<file path="src/rtl/dmem_arbiter.sv">
// dmem_arbiter: shares a single-port, byte-wide data memory between requester A
// (load/store path) and requester B (debug/loader). Each granted 32-bit access is
// serialized into four big-endian byte accesses at addr, addr+1, addr+2, addr+3
// (modulo memory depth). The winner gets a one-cycle ack, plus assembled data on reads.
//
// Build option: DMEM_ARB_FIXED_PRIO_EN
//   defined   -> fixed priority, A wins every conflict, no grant history kept.
//   undefined -> round-robin; after reset B counts as last granted, so A wins first.
module dmem_arbiter #(
  parameter int unsigned ADDR_W = 5
) (
  input  logic              clk,
  input  logic              rst_n,
  // Requester A
  input  logic              a_req,
  input  logic              a_we,
  input  logic [ADDR_W-1:0] a_addr,
  input  logic [31:0]       a_wdata,
  output logic              a_ack,
  output logic [31:0]       a_rdata,
  // Requester B
  input  logic              b_req,
  input  logic              b_we,
  input  logic [ADDR_W-1:0] b_addr,
  input  logic [31:0]       b_wdata,
  output logic              b_ack,
  output logic [31:0]       b_rdata,
  // Byte memory
  output logic              mem_en,
  output logic              mem_we,
  output logic [ADDR_W-1:0] mem_addr,
  output logic [7:0]        mem_wdata,
  input  logic [7:0]        mem_rdata,
  // Status
  output logic              busy,
  output logic              grant_b
);

  typedef enum logic [1:0] {
    StIdle,
    StXfer,
    StCapt,
    StAck
  } state_e;

  state_e            state_q, state_d;
  logic [1:0]        cnt_q, cnt_d;
  logic              we_q, we_d;
  logic [ADDR_W-1:0] addr_q, addr_d;
  logic [31:0]       wdata_q, wdata_d;
  // Upper three bytes of a read; the last byte goes straight into the rdata register.
  logic [23:0]       shadow_q, shadow_d;
  logic [31:0]       a_rdata_q, a_rdata_d;
  logic [31:0]       b_rdata_q, b_rdata_d;
  logic              grant_b_q, grant_b_d;
  logic              win_b;

`ifdef DMEM_ARB_FIXED_PRIO_EN
  // A wins any conflict; B is granted only when it requests alone.
  always_comb begin
    win_b = b_req & ~a_req;
  end
`else
  logic last_b_q, last_b_d;

  // Round-robin: on a conflict the requester not granted last wins.
  always_comb begin
    win_b    = b_req & (~a_req | ~last_b_q);
    last_b_d = last_b_q;
    if (state_q == StIdle && (a_req || b_req)) begin
      last_b_d = win_b;
    end
  end

  // Grant history; resets to B so that A wins the first conflict.
  always_ff @(posedge clk or negedge rst_n) begin
    if (!rst_n) begin
      last_b_q <= 1'b1;
    end else begin
      last_b_q <= last_b_d;
    end
  end
`endif

  // Next-state logic: arbitration, request latching, byte sequencing and read assembly.
  always_comb begin
    state_d   = state_q;
    cnt_d     = cnt_q;
    we_d      = we_q;
    addr_d    = addr_q;
    wdata_d   = wdata_q;
    shadow_d  = shadow_q;
    a_rdata_d = a_rdata_q;
    b_rdata_d = b_rdata_q;
    grant_b_d = grant_b_q;

    unique case (state_q)
      StIdle: begin
        if (a_req || b_req) begin
          grant_b_d = win_b;
          we_d      = win_b ? b_we    : a_we;
          addr_d    = win_b ? b_addr  : a_addr;
          wdata_d   = win_b ? b_wdata : a_wdata;
          cnt_d     = 2'd0;
          state_d   = StXfer;
        end
      end

      StXfer: begin
        // Read data lags the access by one cycle: at cnt=k we see byte k-1.
        if (!we_q) begin
          unique case (cnt_q)
            2'd1:    shadow_d[23:16] = mem_rdata;
            2'd2:    shadow_d[15:8]  = mem_rdata;
            2'd3:    shadow_d[7:0]   = mem_rdata;
            default: ;
          endcase
        end
        cnt_d = cnt_q + 2'd1;
        if (cnt_q == 2'd3) begin
          state_d = we_q ? StAck : StCapt;
        end
      end

      StCapt: begin
        // Last byte arrives now; publish the full word to the winner only.
        if (grant_b_q) begin
          b_rdata_d = {shadow_q, mem_rdata};
        end else begin
          a_rdata_d = {shadow_q, mem_rdata};
        end
        state_d = StAck;
      end

      StAck: begin
        state_d = StIdle;
      end

      default: begin
        state_d = StIdle;
      end
    endcase
  end

  // State and datapath registers.
  always_ff @(posedge clk or negedge rst_n) begin
    if (!rst_n) begin
      state_q   <= StIdle;
      cnt_q     <= 2'd0;
      we_q      <= 1'b0;
      addr_q    <= '0;
      wdata_q   <= '0;
      shadow_q  <= '0;
      a_rdata_q <= '0;
      b_rdata_q <= '0;
      grant_b_q <= 1'b0;
    end else begin
      state_q   <= state_d;
      cnt_q     <= cnt_d;
      we_q      <= we_d;
      addr_q    <= addr_d;
      wdata_q   <= wdata_d;
      shadow_q  <= shadow_d;
      a_rdata_q <= a_rdata_d;
      b_rdata_q <= b_rdata_d;
      grant_b_q <= grant_b_d;
    end
  end

  // Memory strobes: active only in XFER, big-endian byte order, address wraps.
  always_comb begin
    mem_en    = 1'b0;
    mem_we    = 1'b0;
    mem_addr  = '0;
    mem_wdata = 8'h00;
    if (state_q == StXfer) begin
      mem_en   = 1'b1;
      mem_we   = we_q;
      mem_addr = addr_q + ADDR_W'(cnt_q);
      unique case (cnt_q)
        2'd0:    mem_wdata = wdata_q[31:24];
        2'd1:    mem_wdata = wdata_q[23:16];
        2'd2:    mem_wdata = wdata_q[15:8];
        default: mem_wdata = wdata_q[7:0];
      endcase
    end
  end

  // Status and acknowledge are decoded from registered state only.
  always_comb begin
    a_ack   = (state_q == StAck) && !grant_b_q;
    b_ack   = (state_q == StAck) && grant_b_q;
    busy    = (state_q != StIdle);
    grant_b = grant_b_q;
    a_rdata = a_rdata_q;
    b_rdata = b_rdata_q;
  end

endmodule

</file>
<file path="config.mk">
export PLATFORM = sky130hd
export DESIGN_NAME = dmem_arbiter
export DESIGN_NICKNAME = d
export VERILOG_FILES = /design/src/rtl/dmem_arbiter.sv
export SDC_FILE = /design/constraint.sdc
export NUM_CORES = 1
export LEC_CHECK = 0
export ABC_AREA = 1
export BUFFER_PORTS_ARGS = -buffer_cell sky130_fd_sc_hd__buf_2
export CAP_MARGIN = 30
export CORE_MARGIN = 5
export CORE_UTILIZATION = 40
export DETAILED_ROUTE_END_ITERATION = 8
export PLACE_DENSITY_LB_ADDON = 0.12
export REMOVE_ABC_BUFFERS = 1
export SLEW_MARGIN = 20
export SYNTH_ARGS = -nofsm -noshare
export SYNTH_HDL_FRONTEND = slang
export SYNTH_SLANG_ARGS = --single-unit
</file>
<file path="constraint.sdc">
create_clock -name clk -period 3.5 [get_ports clk]
set_input_delay 0.525 -clock clk [delete_from_list [all_inputs] [get_ports clk]]
set_output_delay 0.525 -clock clk [all_outputs]
set_load 0.01 [all_outputs]
</file>
==> summary.txt <==
Logic synthesis
  • Syn_area_per_cell: 7.870 um2
  • Netlist cell types: 18
  • Post-synthesis sequential element count: 132
  • Cell Area, Synth: 6193 um2
  • Post-synthesis cell count: roughly 790
  • Post-synthesis sequential area ratio: between 50% and 60%
  • Yosys synthesis warning count: 0

Pwr
  • Cell area power density: around 930 nW/um2
  • VDD IR-drop max: between 0.0003 and 0.0004 V
  • LEAKAGE: 4.515 nW

Global route
  • First-pass GRT wire length: approximately 25 mm
  • Vias in the first global route: between 5000 and 6000
  • Aggregate global-route resource usage: approximately 18%
  • GRT Residual Overflow: 0
  • Initial antenna violation count: 0
  • Largest net degree at the start of global routing: 79

Floorplanning
  • Placeable Area: between 15000 and 20000 um2
  • Die Ht: 134.4 um
  • I/O pin count: 171
  • Total die area: ~18000 um2
  • Die Width: ~130 um
  • Site Rows: 45
  • Initial cell density of the core: 40.74%

Drt
  • WL met2: 6.858 mm
  • Highest routed layer: met4
  • Post-DR vias/cell: around 4.6
  • Initial DRC count: 215
  • Drt first pass iters: 5
  • DR WL met3: about 1.1 mm
  • Post-DRT Antenna Nets: 0
  • DRC Markers: 0
  • DR WL/cell: between 10 and 15 um
  • DR vias: about 5300
  • Final wirelength: between 15 and 20 mm
  • Met1 wire length: roughly 7.3 mm

Final layout
  • Layout area overhead: 26.10%
  • Leading cell type in the layout, fill and taps excluded: nand2_1
  • Finished layout cell area: about 7800 um2
  • Ratio of cells with drive above 1 in the final layout: between 20% and 30%
  • Most frequent cells in the layout: nand2_1, buf_2, inv_1
  • Antenna cells: 0
  • Final Core Density: 51.37%
  • Final net count: ~1000

Setup path
  • R2R setup slack: 1.15 ns
  • Worst EP arrival: between 2 and 2.5 ns
  • CP endpoint kind: primary output
  • R2r startpoint: state_q[1]$_DFFE_PN0P_
  • Required @ worst endpoint: just under 3 ns
  • Crit start category: register
  • R2R cell count: 4
  • Worst Path Max Fanout: 22
  • Worst Setup Path Type: register to primary output
  • RR Endpoint: shadow_q[15]$_DFFE_PN0P_

Clock tree
  • Clock root cell: clkbuf_16
  • H-tree Lvls: 4
  • Max clock buf depth: 2
  • Setup Buffers After CTS: 0
  • Clk_lat worst skew: a little over 0.4 ns
  • Clk sinks: between 100 and 150
  • Clock transition at path regs: around 0.060 ns
  • Cts repair resizes: 0
  • TritonCTS clock tree: done
  • Cts bufs inserted: 17

Timing
  • Fin Clk Skew: around 0.0073 ns
  • Final Hold Viols: 0
  • Pins over their slew limit: 0
  • Worst-Margin Slew: 0.8241 ns
  • RSZ-0062 raised after global routing: no
  • Slew margin rel.: 45.06%
  • Final min period: between 2 and 3 ns
  • Setup violators final: 0
  • Max Fclk: about 360 MHz
  • Final period utilization: around four fifths
  • Final setup TNS: 0 ns

Run status
  • Outcome: finished, final reports clean

Min path
  • Worst min-delay path class: primary input to register
  • Worst hold path depth: 5
  • Hold_sp: a_wdata[24]
  • Hold Crit Endpoint: wdata_q[24]$_DFFE_PN0P_

Place
  • Post-DP HPWL: approximately 11 mm
  • RePlAce Congestion: roughly 0.73
  • IO Port Bufs: 170
  • Placed inst area: 7211 um2

Run
  • Max-cap violations: 0
## worst max-delay path by stage
| stage | start | to | slack, ns |
|---|---|---|---|
| global route | state_q[1]$_DFFE_PN0P_ | mem_wdata[3] | 0.49 |
| global placement | state_q[1]$_DFFE_PN0P_ | shadow_q[14]$_DFFE_PN0P_ | 1.18 |
| detailed placement | state_q[1]$_DFFE_PN0P_ | mem_wdata[3] | 1.14 |
| floorplan | a_req | addr_q[0]$_DFFE_PN0P_ | 1.21 |
| finish | state_q[1]$_DFFE_PN0P_ | mem_wdata[3] | 0.74 |
| CTS | state_q[1]$_DFFE_PN0P_ | mem_wdata[3] | 0.68 |
## stage by stage
stage / hold WS [ns] / setup WS, ns / std cells / total power [mW]
after global routing: 0.4068 / 0.4898 / 1146 / 7.895
final: 0.3992 / 0.7401 / 1146 / 7.269
after global placement: 0.4540 / 1.183 / 1110 / 5.488
after detailed placement: 0.4392 / 1.140 / 1113 / 5.574
after CTS: 0.3816 / 0.6797 / 1146 / 7.381
after floorplan: 0.2294 / 1.214 / 745 / 4.400
## power by group
| group | internal (mW) | switching, mW | leakage [nW] |
|---|---|---|---|
| Sequential | 2.32 | 0.448 | 1.58 |
| Clock | 1.07 | 0.697 | 0.283 |
| Combinational | 1.04 | 1.70 | 2.65 |
| Total | 4.43 | 2.84 | 4.52 |
## cells by family (layout without fill, tap and decap cells)
group	count (synthesis)	in the layout	share of synthesized area (%)
compound gates	119	119	9.677
fa+ha+maj	12	12	2.545
buf+inv	177	348	11.41
flops	132	132	53.35
simple gates	347	347	23.01
## sequential cells by signal, indices dropped and copies added (netlist names), 2 cells and up
| name | count |
|---|---|
| a_rdata | 32 |
| b_rdata | 32 |
| wdata_q | 32 |
| shadow_q | 24 |
| addr_q | 5 |
| cnt_q | 2 |
| state_q | 2 |
## worst max-delay path, cell delays in order, from the launching register on
cell and delay, ns:
dfrtp_1 0.42, inv_1 0.12, ha_1 0.70, o21ai_0 0.21, a21oi_1 0.20, buf_2 0.16
## per-layer routing
layer	vias to the layer above	global-route usage, %
met5	-	0
met4	0	5.260
met3	13	5.101
met2	159	27.21
met1	2363	23.83
li1	2742	-
## repair_timing
item	4_1_cts	5_1_grt
hold endpoints to repair	21	0
setup endpoints to repair	0	0
hold buffers	1	0
## final cells by class
type | count | area [um2]
Multi-Input combinational cell | 478 | 2187
Tap cell | 188 | 235.2
Timing Repair Buffer | 181 | 987.2
Clock buffer | 18 | 439.2
Sequential cell | 132 | 3304
Clock inverter | 14 | 150.1
Fill cell | 1553 | 7392
Inverter | 135 | 506.7
## synth_stat cells
cell type	count	share of area, %
buf_2	19	1.5
buf_4	3	0.36
nand2_1	249	15
nand3_1	89	7.2
nand3_2	1	0.16
buf_6	1	0.18
inv_2	2	0.12
inv_1	133	8.1
o21ai_0	98	7.9
dfstp_2	1	0.42
clkbuf_1	19	1.2
a21oi_1	20	1.6
nor2_1	6	0.36
dfrtp_1	131	53
fa_1	1	0.32
nor2_2	2	0.20
o21ai_2	1	0.14
ha_1	11	2.2
(Power assumes the default switching activity.)
